**config.mk**
```make
export PLATFORM = sky130hd
export DESIGN_NAME = bash_hash_ctrl
export DESIGN_NICKNAME = d
export VERILOG_FILES = /design/src/rtl/bash_hash_ctrl.sv
export SDC_FILE = /design/constraint.sdc
export NUM_CORES = 1
export LEC_CHECK = 0
export CAP_MARGIN = 20
export CORE_AREA = 4 4 659 661
export CTS_BUF_LIST = sky130_fd_sc_hd__clkbuf_8
export CTS_CLUSTER_SIZE = 12
export DETAILED_ROUTE_END_ITERATION = 8
export DIE_AREA = 0 0 663 665
export PLACE_DENSITY = 0.33
export SLEW_MARGIN = 20
export SYNTH_ARGS = -nofsm -noshare
export SYNTH_HDL_FRONTEND = slang
export SYNTH_SLANG_ARGS = --single-unit
```
**constraint.sdc**
```tcl
create_clock -name clk_i -period 21.2 [get_ports clk_i]
set_input_delay 6.36 -clock clk_i [delete_from_list [all_inputs] [get_ports clk_i]]
set_output_delay 6.36 -clock clk_i [all_outputs]
set_load 0.05 [all_outputs]
```
**src/rtl/bash_hash_ctrl.sv**
```systemverilog
`default_nettype none
// ----------------------------------------------------------------------------
// bash_hash_ctrl : word-serial load/unload and round sequencer for bash_hash.
// Optional abort_i port when BASH_HASH_CTRL_ABORT_EN is defined.   Rev 1.0
// ----------------------------------------------------------------------------
module bash_hash_ctrl #(
  parameter int SLEN   = 64,
  parameter int ROUNDS = 24
) (
  input  logic               clk_i,
  input  logic               rst_i,
`ifdef BASH_HASH_CTRL_ABORT_EN
  input  logic               abort_i,
`endif
  input  logic [1:0]         l_i,
  input  logic               in_valid_i,
  output logic               in_ready_o,
  input  logic [SLEN-1:0]    in_data_i,
  output logic               out_valid_o,
  input  logic               out_ready_i,
  output logic [SLEN-1:0]    out_data_o,
  output logic               out_last_o,
  output logic               busy_o,
  output logic               prep_o,
  output logic               start_o,
  output logic               work_o,
  output logic [1:0]         l_o,
  output logic [16*SLEN-1:0] x_o,
  input  logic [8*SLEN-1:0]  y_i
);
  localparam int RW = $clog2(ROUNDS);

  localparam logic [2:0] S_IDLE    = 3'd0;
  localparam logic [2:0] S_LOAD    = 3'd1;
  localparam logic [2:0] S_START   = 3'd2;
  localparam logic [2:0] S_ROUND   = 3'd3;
  localparam logic [2:0] S_CAPTURE = 3'd4;
  localparam logic [2:0] S_UNLOAD  = 3'd5;

  logic [2:0]      state_q, state_d;
  logic [3:0]      wcnt_q;
  logic [RW-1:0]   rcnt_q;
  logic [2:0]      ocnt_q;
  logic [1:0]      l_q;
  logic [SLEN-1:0] x_q [16];
  logic [SLEN-1:0] y_q [8];
  logic            abort, in_hs, out_hs, last_word;
  logic [2:0]      last_idx;
  logic [3:0]      wr_idx;

`ifdef BASH_HASH_CTRL_ABORT_EN
  assign abort = abort_i;
`else
  assign abort = 1'b0;
`endif

  assign in_hs  = in_valid_i & in_ready_o & ~abort;
  assign out_hs = out_valid_o & out_ready_i;
  assign wr_idx = (state_q == S_IDLE) ? 4'd0 : wcnt_q;

  // Digest length follows the registered level: 4, 6 or 8 words.
  always_comb begin
    last_idx = 3'd7;
    case (l_q)
      2'b00:   last_idx = 3'd3;
      2'b01:   last_idx = 3'd5;
      default: last_idx = 3'd7;
    endcase
  end
  assign last_word = (ocnt_q == last_idx);

  always_ff @(posedge clk_i or posedge rst_i) begin
    if (rst_i) state_q <= S_IDLE;
    else       state_q <= state_d;
  end

  always_comb begin
    state_d = state_q;
    case (state_q)
      S_IDLE:    if (in_hs) state_d = S_LOAD;
      S_LOAD:    if (in_hs && wcnt_q == 4'd15) state_d = S_START;
      S_START:   state_d = S_ROUND;
      S_ROUND:   if (rcnt_q == RW'(ROUNDS - 2)) state_d = S_CAPTURE;
      S_CAPTURE: state_d = S_UNLOAD;
      S_UNLOAD:  if (out_hs && last_word) state_d = S_IDLE;
      default:   state_d = S_IDLE;
    endcase
    if (abort) state_d = S_IDLE;
  end

  always_comb begin
    in_ready_o  = ((state_q == S_IDLE) || (state_q == S_LOAD)) && !rst_i;
    start_o     = (state_q == S_START);
    prep_o      = (state_q == S_START);
    work_o      = (state_q == S_ROUND);
    out_valid_o = (state_q == S_UNLOAD);
    out_last_o  = (state_q == S_UNLOAD) && last_word;
    busy_o      = (state_q != S_IDLE);
  end

  always_ff @(posedge clk_i or posedge rst_i) begin
    if (rst_i) begin
      wcnt_q <= 4'd0;
      rcnt_q <= '0;
      ocnt_q <= 3'd0;
      l_q    <= 2'b00;
    end else if (abort) begin
      wcnt_q <= 4'd0;
      rcnt_q <= '0;
      ocnt_q <= 3'd0;
    end else begin
      if (in_hs) begin
        wcnt_q <= wr_idx + 4'd1;
        if (state_q == S_IDLE) l_q <= l_i;
      end
      if (state_q == S_START)      rcnt_q <= '0;
      else if (state_q == S_ROUND) rcnt_q <= rcnt_q + RW'(1);
      if (state_q == S_CAPTURE) ocnt_q <= 3'd0;
      else if (out_hs)          ocnt_q <= ocnt_q + 3'd1;
    end
  end

  // Data buffers carry no reset; validity is tracked by the FSM alone.
  always_ff @(posedge clk_i) begin
    if (in_hs) x_q[wr_idx] <= in_data_i;
    if (state_q == S_CAPTURE) begin
      for (int k = 0; k < 8; k++) y_q[k] <= y_i[k*SLEN +: SLEN];
    end
  end

  generate
    for (genvar k = 0; k < 16; k++) begin : g_x
      assign x_o[k*SLEN +: SLEN] = x_q[k];
    end
  endgenerate

  assign out_data_o = y_q[ocnt_q];
  assign l_o        = l_q;

endmodule
`default_nettype wire

```
* Word-level counts from Yosys, hierarchy flattened
Memories as Yosys holds them, arrays and structs flattened.
Cells that the tools add are included.
** Word-level totals
- Bits in registers :: 17
- Bits in latches :: 0
- Output and inout port bits :: 1097
- Memories :: 2
- Bits in read-only memories :: 0
- RAM bits :: 1536
** Memories
- x_q :: words 16, width 64, read ports 16, clocked after memory_dff 0, write ports 1, RTL line 45 : logic [SLEN-1:0] x_q [16];
- y_q :: words 8, width 64, read ports 1, clocked after memory_dff 0, write ports 8, RTL line 46 : logic [SLEN-1:0] y_q [8];
** Cells by class
- Add/subtract/negate cells :: 3
- Multipliers :: 0
- Shifts and indexed selects :: 0
- Mux-type cells :: 15
- Divide/modulo/power cells :: 0
- Bitwise gates (word level) :: 2
- Eq/ne operators :: 13
- Reductions and logical operators :: 13
- Magnitude comparators :: 0
** Operators by type and width (count)
- $mux W3 :: 6
- $pmux W3 S6 :: 1
- $mux W5 :: 2
- $eq A3 B2 Y1 const B :: 2
- $eq A3 B3 Y1 const B :: 2
- $pmux W3 S2 :: 1
- $add A5 B1 Y5 const B :: 1
- $eq A5 B5 Y1 const B :: 1
- $add A4 B1 Y4 const B :: 1
- $eq A4 B4 Y1 const B :: 1
- $logic_and A1 B1 Y1 :: 4
- $mux W1 :: 4
- $mux W4 :: 1
- $ne A2 B1 Y1 const B :: 2
- $ne A2 B2 Y1 const B :: 2
- $reduce_and A4 Y1 :: 1
- $reduce_bool A2 Y1 :: 2
- $add A3 B1 Y3 const B :: 1
- $eq A3 B1 Y1 const B :: 1
- $eq A3 B3 Y1 :: 1
- $logic_not A3 Y1 :: 1
- $reduce_bool A3 Y1 :: 1
- $and A1 B1 Y1 :: 2
- $eq A2 B1 Y1 const B :: 1
- 4 further kinds :: 4

* Logic depth before layout (Yosys ltp)
Gate-level depths: netlist (run 1).
- Word-level depth :: 7
- Mapped depth :: 10

* Worst setup path after synthesis (run 1)
OpenSTA, ideal clock, no wires.
- Path kind :: reg-to-reg
- From :: register state_q[1]
- To :: memory y_q[0][0], enable pin
- Setup time :: 1.405 ns
- Data required time :: 19.795 ns
- Data arrival time :: 22.006 ns
- Slack :: -2.212 ns
- Buffers on the path :: 1
- Clock period less this slack :: 23.412 ns
- Stages on the path, launching flop included :: 4
- Cell sequence :: dfrtp_1 -> clkbuf_1 -> nand2b_1 -> nor2_1
** RTL lines
- from (decl) :: RTL line 40 : logic [2:0] state_q, state_d;
- from (signal assigned) :: RTL line 74 : else state_q <= state_d;
- to (decl) :: RTL line 46

* Final worst setup path (run 1)
- From :: input rst_i
- To :: output in_ready_o
** On the way
- Word-level cells in the longest chain between the ends :: 2
** RTL lines
- from (decl) :: RTL line 11 : input logic rst_i,
- $logic_not A1 Y1 (no line)
- $logic_and A1 B1 Y1 :: RTL line 92 : in_ready_o = ((state_q == S_IDLE) || (state_q == S_LOAD)) && !rst_i;
- to (decl) :: RTL line 17 : output logic in_ready_o,
No other way between the ends.

==> results of run 1 <==
-- kinds of logic after synthesis --
| group | after synthesis | synth area share, % |
|---|---|---|
| xor+xnor | 2 | 0.0343 |
| compound gates | 19 | 0.257 |
| mux | 198 | 7.19 |
| buf+inv | 52 | 0.554 |
| fa+ha+maj | 7 | 0.172 |
| simple gates | 67 | 0.622 |
| flops | 1553 | 91.2 |
-- cells in the mapped netlist, types with 3 or more instances --
cell      count  area (sq um)
clkbuf_1      9          33.8
mux4_2      128          2880
and3_1        3          18.8
ha_1          7          87.6
nand2_1      15          56.3
inv_1         8          30.0
nand3_1       8          40.0
dfrtp_1      17           425
mux2_2       68           766
o21ai_0       3          15.0
a21oi_1       5          25.0
nor2_1       26          97.6
buf_2         7          35.0
edfxtp_1   1536         46100
buf_1        17          63.8
nor3_1        4          20.0
buf_6        10           113
-- stage by stage --
| step | setup slack [ns] | power (W) | area [sq um] | util, % |
|---|---|---|---|---|
| after CTS | 6.87 | 0.00678 | 80700 | 18.8 |
| final | 6.88 | 0.00660 | 80800 | 18.8 |
| after global placement | 6.83 | 0.00385 | 75300 | 17.6 |
| after floorplan | 6.53 | 0.00360 | 51100 | - |
| after global routing | 6.84 | 0.00693 | 80800 | 18.8 |
| after detailed placement | 6.87 | 0.00386 | 75300 | 17.5 |
-- per-layer routing --
metal,share of wire [%],up-vias
li1,-,12000
met5,0.18,-
met2,56,1408
met1,34,14900
met4,2.5,78
met3,7.7,438
-- area by class of cell --
cell class	count	area [sq um]
Fill cell	45900	348000
Sequential cell	1553	46600
Timing Repair Buffer	1735	17200
Tap cell	5710	7140
Multi-Input combinational cell	293	4350
Clock buffer	313	4310
Clock inverter	208	1140
Antenna cell	26	65.1
Inverter	8	30.0
-- power groups by stage --
| stage | logic [W] | registers (W) | clock network (W) |
|---|---|---|---|
| final | 0.000362 | 0.00342 | 0.00282 |
| after CTS | 0.000376 | 0.00342 | 0.00299 |
| after floorplan | 0.000102 | 0.00350 | 0 |
| after global routing | 0.000386 | 0.00342 | 0.00312 |
| after global placement | 0.000372 | 0.00348 | 0 |
| after detailed placement | 0.000374 | 0.00348 | 0 |
-- state kept, by name, indices dropped and copies added, names as in the netlist --
signal and cells:
l_o 2, ocnt_q 3, rcnt_q 5, state_q 3
wcnt_q 4, x_q 1024, y_q 512
-- worst max-delay path, cell delays in order --
cell and delay, ns:
clkdlybuf4s50_1 0.53, nor3_1 0.21, clkdlybuf4s50_1 0.85
-- cell usage in the layout (no fill, tap or decap), types with 11 or more instances in the layout --
cell type / instances
buf_4: 54
clkdlybuf4s50_1: 1667
clkbuf_8: 313
nand2_1: 15
buf_2: 11
mux4_2: 128
dfrtp_1: 14
diode_2: 26
edfxtp_1: 1536
inv_1: 97
mux2_2: 68
clkinv_2: 23
nor2_4: 17
clkinv_1: 68
-- final timing paths --
| path | cells past startpoint | startpoint | end |
|---|---|---|---|
| max in group asynchronous | 2 | rst_i | ocnt_q[0]$_DFFE_PP0P_ |
| min | 1 | wcnt_q[1]$_DFFE_PP0P_ | wcnt_q[1]$_DFFE_PP0P_ |
| min reg2reg | 1 | wcnt_q[1]$_DFFE_PP0P_ | wcnt_q[1]$_DFFE_PP0P_ |
| max | 3 | rst_i | in_ready_o |
| max reg2reg | 6 | state_q[1]$_DFFE_PP0P_ | y_q[6][28]$_DFFE_PP_ |
| min in group asynchronous | 2 | rst_i | l_o[1]$_DFFE_PP0P_ |
==> impl_metrics.yaml, run 1 <==
sta:
  period_share_pct: 67.5
  timing.fmax_mhz: 69.8
  rsz0062_at_grt: "no"
  tns_ns: 0
  drv_slew: 0
  fin_crit_ns: 14.32
  fin_hold_ws_ns: 0.538
  slew_headroom_pct: 20.3
  final.setup_skew_ns: 0.0685
  hold_viol_final: 0
  max_slew.worst_pin.slew_ns: 1.19
  setup_viol_count_final: 0
pwr:
  p_seq_share_pct: 51.8
  power.density_nw_per_um2: 81.7
  combPwrFrac_pct: 5.5
  swShare_pct: 24.1
  p_switching_w: 0.00159
  clkPwrFrac_pct: 42.7
  ir_drop_mv: 0.0431
  leakagePower_nw: 25.1
  intPower_w: 0.00501
synthesis:
  synth_seq_cells: 1553
  syn_nets: 2487
  synthesis.instances: 1898
  synth_ff_type: "edfxtp_1"
  syn-cell-area_sq_um: 51100
  yosysSeqAreaShare_pct: 91.2
  synth_edf_count: 1536
  synth_area_per_cell_sq_um: 26.9
  synth.distinct_cells: 38
  ys_warn_count: 0
  synthArstFlopShare_pct: 1.09
finish:
  drive_gt1_share_pct: 15.8
  syn2layout_area_growth_pct: 58.3
  stdcell_count: 9846
  layout.nets: 4483
floorplanning:
  fp.dieW_um: 663
  num_rows: 241
  start_util_pct: 11.9
  ios: 1679
  die_height_um: 665
  die_area_sq_um: 441000
  core_area_sq_um: 429000
clocking:
  cts_sinks: 1553
  htree_levels: 5
  clkLatencyLatePin_ns: 1.02
  cts.repair.resized: 0
  cts_buffers: 303
  clk_pin_slew_worst_paths_ns: 0.05
  cts-hold-fix-buffers: 0
  cts_tree: "done"
  cts_setup_buffers: 0
  ctsLongestPathBuffers: 4
  clockRootBuffer: "clkbuf_8"
place:
  numPortBuffers: 1678
  dp_cells: 9299
  hpwl_um: 189000
  gp_congestion: 0.768
critical_path:
  critPathRequiredTime_ns: 14.84
  cp.arrival_ns: 7.96
  critical_path_class: "in -> out"
  crit_fanout: 4
  cp-end-kind: "primary output"
  regToRegSetupSlack_ns: 16.02
  start_kind: "primary input"
global_routing:
  grt_use_met2_pct: 21.6
  antenna_found_initial: 109
  busiest_layer: "met2"
  grt_overflow_total: 0
  grt_pass1_wl_um: 321000
  first_global_vias: 30400
  met3_usage_pct: 3.81
  grt_max_degree: 152
  gr-usage-met1_pct: 10.8
  groute.usage.overall_pct: 11.0
run:
  max_cap_viol_count: 0
routing:
  firstDrtPassIters: 6
  wl_per_cell_um: 25.8
  drt_iter0_drc: 1866
  vias_per_cell: 2.93
  route.detailed.drc: 0
  final_antenna_net_count: 0
  routed_wl_um: 254000
  vias: 28800
status:
  status: "finished clean"
min_path:
  hold_class: "reg -> reg"
Power figures use the tool's default switching activity.
==> run 2: changes to the inputs <==
--- a/config.mk
+++ b/config.mk
@@ -11,7 +11,7 @@
 export CTS_CLUSTER_SIZE = 12
 export DETAILED_ROUTE_END_ITERATION = 8
 export DIE_AREA = 0 0 663 665
-export PLACE_DENSITY = 0.33
+export PLACE_DENSITY = 0.32
 export SLEW_MARGIN = 20
 export SYNTH_ARGS = -nofsm -noshare
 export SYNTH_HDL_FRONTEND = slang
==> constraint.sdc (replaced) <==
create_clock -name clk_i -period 13.3 [get_ports clk_i]
set_input_delay 3.99 -clock clk_i [delete_from_list [all_inputs] [get_ports clk_i]]
set_output_delay 3.99 -clock clk_i [all_outputs]
set_load 0.05 [all_outputs]
==> run 2 against run 1 <==
  * Cell count up 0.17%
  * Flip-flop and latch count unchanged
  * Clock power rose by 59%
  * Worst setup slack got worse by 3.2 ns
  * Routed wire length rose by 2.3%
  * Die area did not move
  * Global-route usage grew 0.27 points
  * Largest power group unchanged
==> impl_metrics.yaml, run 2 (same netlist as run 1, synthesis figures left out) <==
status:
  status: "finished clean"
critical_path:
  r2r_cells: 5
  r2r_end: "y_q[3][36]$_DFFE_PP_"
  path_buf_inv: 2
  startpoint: "rst_i"
  critPathRequiredTime_ns: 9.31
  cp_slowest_cell: "clkdlybuf4s50_1"
  worst-path-stages: 3
  critPathMaxStageDelay_ns: 0.84
  path_cells: "clkdlybuf4s50_1, nor3_1, clkdlybuf4s50_1"
  endpoint: "in_ready_o"
  cp-end-kind: "primary output"
  cp.arrival_ns: 5.60
  critical_path_class: "in -> out"
  critical_path.top_delay_family: "buffers and inverters"
  regToRegSetupSlack_ns: 8.87
  crit_fanout: 4
  reg2reg_from: "state_q[1]$_DFFE_PP0P_"
  start_kind: "primary input"
  cp_common_cell: "clkdlybuf4s50_1"
finish:
  drive_gt1_share_pct: 15.6
  reg.largest.list: "x_q x1024, y_q x512, rcnt_q x5"
  fillers: 45900
  largest_register_ffs: 1024
  syn2layout_area_growth_pct: 58.3
  final_common_cell: "clkdlybuf4s50_1"
  regMostFlops: "x_q"
  final_cell_mix: "1664 x clkdlybuf4s50_1, 1536 x edfxtp_1, 313 x clkbuf_8"
  layout.nets: 4480
routing:
  drt_iter0_drc: 1779
  vias_per_cell: 2.93
  firstDrtPassIters: 5
  routed_wl_um: 260000
  wl_per_cell_um: 26.4
  route.detailed.drc: 0
  vias: 28900
  final_antenna_net_count: 0
clocking:
  cts-hold-fix-buffers: 0
  cts.repair.resized: 0
  cts_tree: "done"
  cts_sinks: 1553
  cts_setup_buffers: 0
  ctsLongestPathBuffers: 4
  clockRootBuffer: "clkbuf_8"
  clkLatencyLatePin_ns: 0.98
  htree_levels: 5
  cts_buffers: 308
  clk_pin_slew_worst_paths_ns: 0.05
sta:
  drv_slew: 0
  slew_headroom_pct: 23.9
  setup_viol_count_final: 0
  hold_viol_final: 0
  timing.fmax_mhz: 104
  max_slew.worst_pin.slew_ns: 1.14
  fin_crit_ns: 9.59
  rsz0062_at_grt: "no"
  final.setup_skew_ns: 0.0510
  tns_ns: 0
  period_share_pct: 72.1
  fin_hold_ws_ns: 0.541
pwr:
  p_seq_share_pct: 51.8
  power.density_nw_per_um2: 130
  intPower_w: 0.00794
  combPwrFrac_pct: 5.6
  swShare_pct: 24.5
  leakagePower_nw: 25.2
  p_switching_w: 0.00258
  ir_drop_mv: 0.0610
  clkPwrFrac_pct: 42.6
  power_w: 0.0105
floorplanning:
  start_util_pct: 11.9
  die_height_um: 665
  fp.dieW_um: 663
  num_rows: 241
  die_area_sq_um: 441000
  core_area_sq_um: 429000
  ios: 1679
place:
  numPortBuffers: 1678
  hpwl_um: 194000
  gp_congestion: 0.757
global_routing:
  first_global_vias: 30400
  antenna_found_initial: 133
  grt_overflow_total: 0
  grt_max_degree: 153
  groute.usage.overall_pct: 11.2
  grt_pass1_wl_um: 328000
min_path:
  hold_class: "reg -> reg"
run:
  max_cap_viol_count: 0
run 2: how the worst min path moves through the flow:
stage | slack, ns | endpoint | start | cells past startpoint
2_1_floorplan | 0.50 | rcnt_q[1]$_DFFE_PP0P_ | rcnt_q[1]$_DFFE_PP0P_ | 2
3_3_place_gp | 0.52 | rcnt_q[1]$_DFFE_PP0P_ | rcnt_q[1]$_DFFE_PP0P_ | 2
3_5_place_dp | 0.53 | wcnt_q[0]$_DFFE_PP0P_ | wcnt_q[0]$_DFFE_PP0P_ | 1
4_1_cts | 0.55 | wcnt_q[0]$_DFFE_PP0P_ | wcnt_q[0]$_DFFE_PP0P_ | 1
5_1_grt | 0.56 | wcnt_q[1]$_DFFE_PP0P_ | wcnt_q[1]$_DFFE_PP0P_ | 1
6_report | 0.54 | wcnt_q[0]$_DFFE_PP0P_ | wcnt_q[0]$_DFFE_PP0P_ | 1
run 2: per-stage QoR:
| stage | worst slack, ns | util [%] | std cells | area (sq um) |
|---|---|---|---|---|
| 2_1_floorplan | 4.28 | - | 1898 | 51100 |
| 5_1_grt | 3.70 | 18.8 | 9837 | 80800 |
| 4_1_cts | 3.69 | 18.8 | 9830 | 80800 |
| 3_3_place_gp | 3.56 | 17.6 | 9291 | 75300 |
| 6_report | 3.71 | 18.8 | 9863 | 80800 |
| 3_5_place_dp | 3.68 | 17.5 | 9291 | 75300 |
run 2: power by group through the flow:
stage,Combinational (W),Sequential [W],Clock [W]
3_3_place_gp,0.000612,0.00555,0
4_1_cts,0.000615,0.00545,0.00475
5_1_grt,0.000626,0.00545,0.00497
3_5_place_dp,0.000611,0.00555,0
6_report,0.000585,0.00545,0.00448
2_1_floorplan,0.000163,0.00558,0
run 2: cell type report:
cell class	instances	area [sq um]	share of cell area (%)
clock inverters	226	1150	1.42
well taps	5710	7140	8.84
flip-flops and latches	1553	46600	57.6
clock buffers	313	4310	5.33
repair buffers	1727	17200	21.3
diodes	33	82.6	0.102
inverters	8	30.0	0.0371
multi-input cells	293	4350	5.38
run 2: metal layers:
layer	share of wire (%)	global-route usage [%]	routed length [um]	up-vias
met4	2.2	2.36	5660	110
met1	32	10.6	84300	14900
met5	0.27	0	704	-
li1	-	-	-	12000
met2	57	22.6	148000	1385
met3	8.1	4.23	21000	509
==> run 3: changes to the inputs <==
--- a/config.mk
+++ b/config.mk
@@ -11,7 +11,7 @@
 export CTS_CLUSTER_SIZE = 12
 export DETAILED_ROUTE_END_ITERATION = 8
 export DIE_AREA = 0 0 663 665
-export PLACE_DENSITY = 0.32
+export PLACE_DENSITY = 0.33
 export SLEW_MARGIN = 20
 export SYNTH_ARGS = -nofsm -noshare
 export SYNTH_HDL_FRONTEND = slang
==> constraint.sdc (replaced) <==
create_clock -name clk_i -period 7.8 [get_ports clk_i]
set_input_delay 2.34 -clock clk_i [delete_from_list [all_inputs] [get_ports clk_i]]
set_output_delay 2.34 -clock clk_i [all_outputs]
set_load 0.05 [all_outputs]
==> run 3 against run 2 <==
  * Largest power group unchanged
  * Final area is 0.80% higher
  * Flip-flop and latch count unchanged
  * Register-to-register slack worse by 4.6 ns
  * Global-route usage about the same
  * Worst setup slack lost 2.4 ns
  * Largest cell class unchanged
==> impl_metrics.yaml, run 3 (same netlist as run 1, synthesis figures left out) <==
finish:
  final_common_cell: "clkdlybuf4s50_1"
  final_cell_mix: "1671 x clkdlybuf4s50_1, 1536 x edfxtp_1, 308 x clkbuf_8"
  reg.largest.list: "x_q x1024, y_q x512, rcnt_q x5"
  stdcell_count: 9912
  final_area_sq_um: 81500
  fin_util_pct: 19.0
  regMostFlops: "x_q"
  largest_register_ffs: 1024
  drive_gt1_share_pct: 17.1
  layout.nets: 4525
  syn2layout_area_growth_pct: 59.6
place:
  place_area_sq_um: 75800
  gp_congestion: 0.769
  hpwl_um: 196000
  numPortBuffers: 1678
  dp_cells: 9339
critical_path:
  cp-end-kind: "primary output"
  critPathMaxStageDelay_ns: 0.94
  reg2reg_from: "state_q[1]$_DFFE_PP0P_"
  cp.arrival_ns: 4.19
  path_cells: "buf_4, mux4_2, mux2_2, clkdlybuf4s50_1"
  critical_path_class: "reg -> out"
  critPathRequiredTime_ns: 5.46
  r2r_end: "x_q[4][14]$_DFFE_PP_"
  regToRegSetupSlack_ns: 4.28
  crit_fanout: 34
  start_kind: "flop"
  cp_slowest_cell: "dfrtp_4"
  r2r_cells: 8
clocking:
  clockRootBuffer: "clkbuf_8"
  cts_sinks: 1553
  ctsLongestPathBuffers: 4
  htree_levels: 5
  cts_tree: "done"
  cts-hold-fix-buffers: 0
  clk_pin_slew_worst_paths_ns: 0.06
  cts_buffers: 305
  cts.repair.resized: 0
  clkLatencyLatePin_ns: 1.02
  cts_setup_buffers: 0
sta:
  hold_viol_final: 0
  drv_slew: 0
  final.setup_skew_ns: 0.0600
  tns_ns: 0
  slew_headroom_pct: 24.9
  timing.fmax_mhz: 153
  max_slew.worst_pin.slew_ns: 1.12
  fin_crit_ns: 6.53
  period_share_pct: 83.7
  rsz0062_at_grt: "no"
  setup_viol_count_final: 0
run:
  max_cap_viol_count: 0
global_routing:
  groute.usage.overall_pct: 11.2
  grt_pass1_wl_um: 329000
  grt_max_degree: 148
  antenna_found_initial: 128
  first_global_vias: 30800
  grt_overflow_total: 0
pwr:
  power.density_nw_per_um2: 222
  leakagePower_nw: 25.5
  power_w: 0.0181
  ir_drop_mv: 0.130
min_path:
  min_path_cells: 2
  hold_class: "reg -> reg"
  worstHoldStart: "rcnt_q[1]$_DFFE_PP0P_"
  hold_end: "rcnt_q[1]$_DFFE_PP0P_"
routing:
  wl_per_cell_um: 26.3
  firstDrtPassIters: 5
  final_antenna_net_count: 0
  vias_per_cell: 2.97
  drt_iter0_drc: 1947
  routed_wl_um: 260000
  vias: 29400
  route.detailed.drc: 0
floorplanning:
  die_area_sq_um: 441000
  fp.dieW_um: 663
  core_area_sq_um: 429000
  die_height_um: 665
  ios: 1679
  num_rows: 241
  start_util_pct: 11.9
status:
  status: "finished clean"
[run 3: area by class of cell]
class,instances,area (sq um)
Timing Repair Buffer,1775,17700
Sequential cell,1553,46600
Multi-Input combinational cell,293,4360
Clock buffer,308,4240
Fill cell,45800,348000
Clock inverter,238,1360
Antenna cell,27,67.6
Tap cell,5710,7140
Inverter,8,30.0
[run 3: metrics by stage]
step | worst slack [ns] | hold WS [ns]
finish | 1.27 | 0.552
global placement | 1.51 | 0.524
detailed placement | 1.54 | 0.538
CTS | 0.953 | 0.552
global route | 0.920 | 0.573
floorplan | -0.862 | 0.501
[run 3: worst max-delay path: cells and delay by family, from the launching register on]
family / cells / cell delay (ns)
multiplexers: 2 / 0.85
buffers and inverters: 2 / 1.29
flip-flops: 1 / 0.94
[run 3: layer usage]
metal  wire (um)  global-route usage [%]
met4        6080                    2.57
met1       90200                    11.4
met2      144000                    21.8
met5         493                       0
met3       20000                    3.88
[run 3: where the power goes]
part	internal [W]	switching, W	total (W)
Combinational	0.000439	0.000576	0.00102
Sequential	0.00924	0.0000637	0.00930
Clock	0.00397	0.00384	0.00781
[run 3: worst max-delay path by stage]
stage | startpoint | to | slack (ns) | cells after the start
after floorplan | state_q[1]$_DFFE_PP0P_ | y_q[0][0]$_DFFE_PP_ | -0.86 | 3
final | ocnt_q[0]$_DFFE_PP0P_ | out_data_o[27] | 1.27 | 4
after CTS | ocnt_q[0]$_DFFE_PP0P_ | out_data_o[25] | 0.95 | 4
after global placement | rst_i | in_ready_o | 1.51 | 3
after detailed placement | rst_i | x_q[6][47]$_DFFE_PP_ | 1.54 | 6
after global routing | ocnt_q[0]$_DFFE_PP0P_ | out_data_o[27] | 0.92 | 4
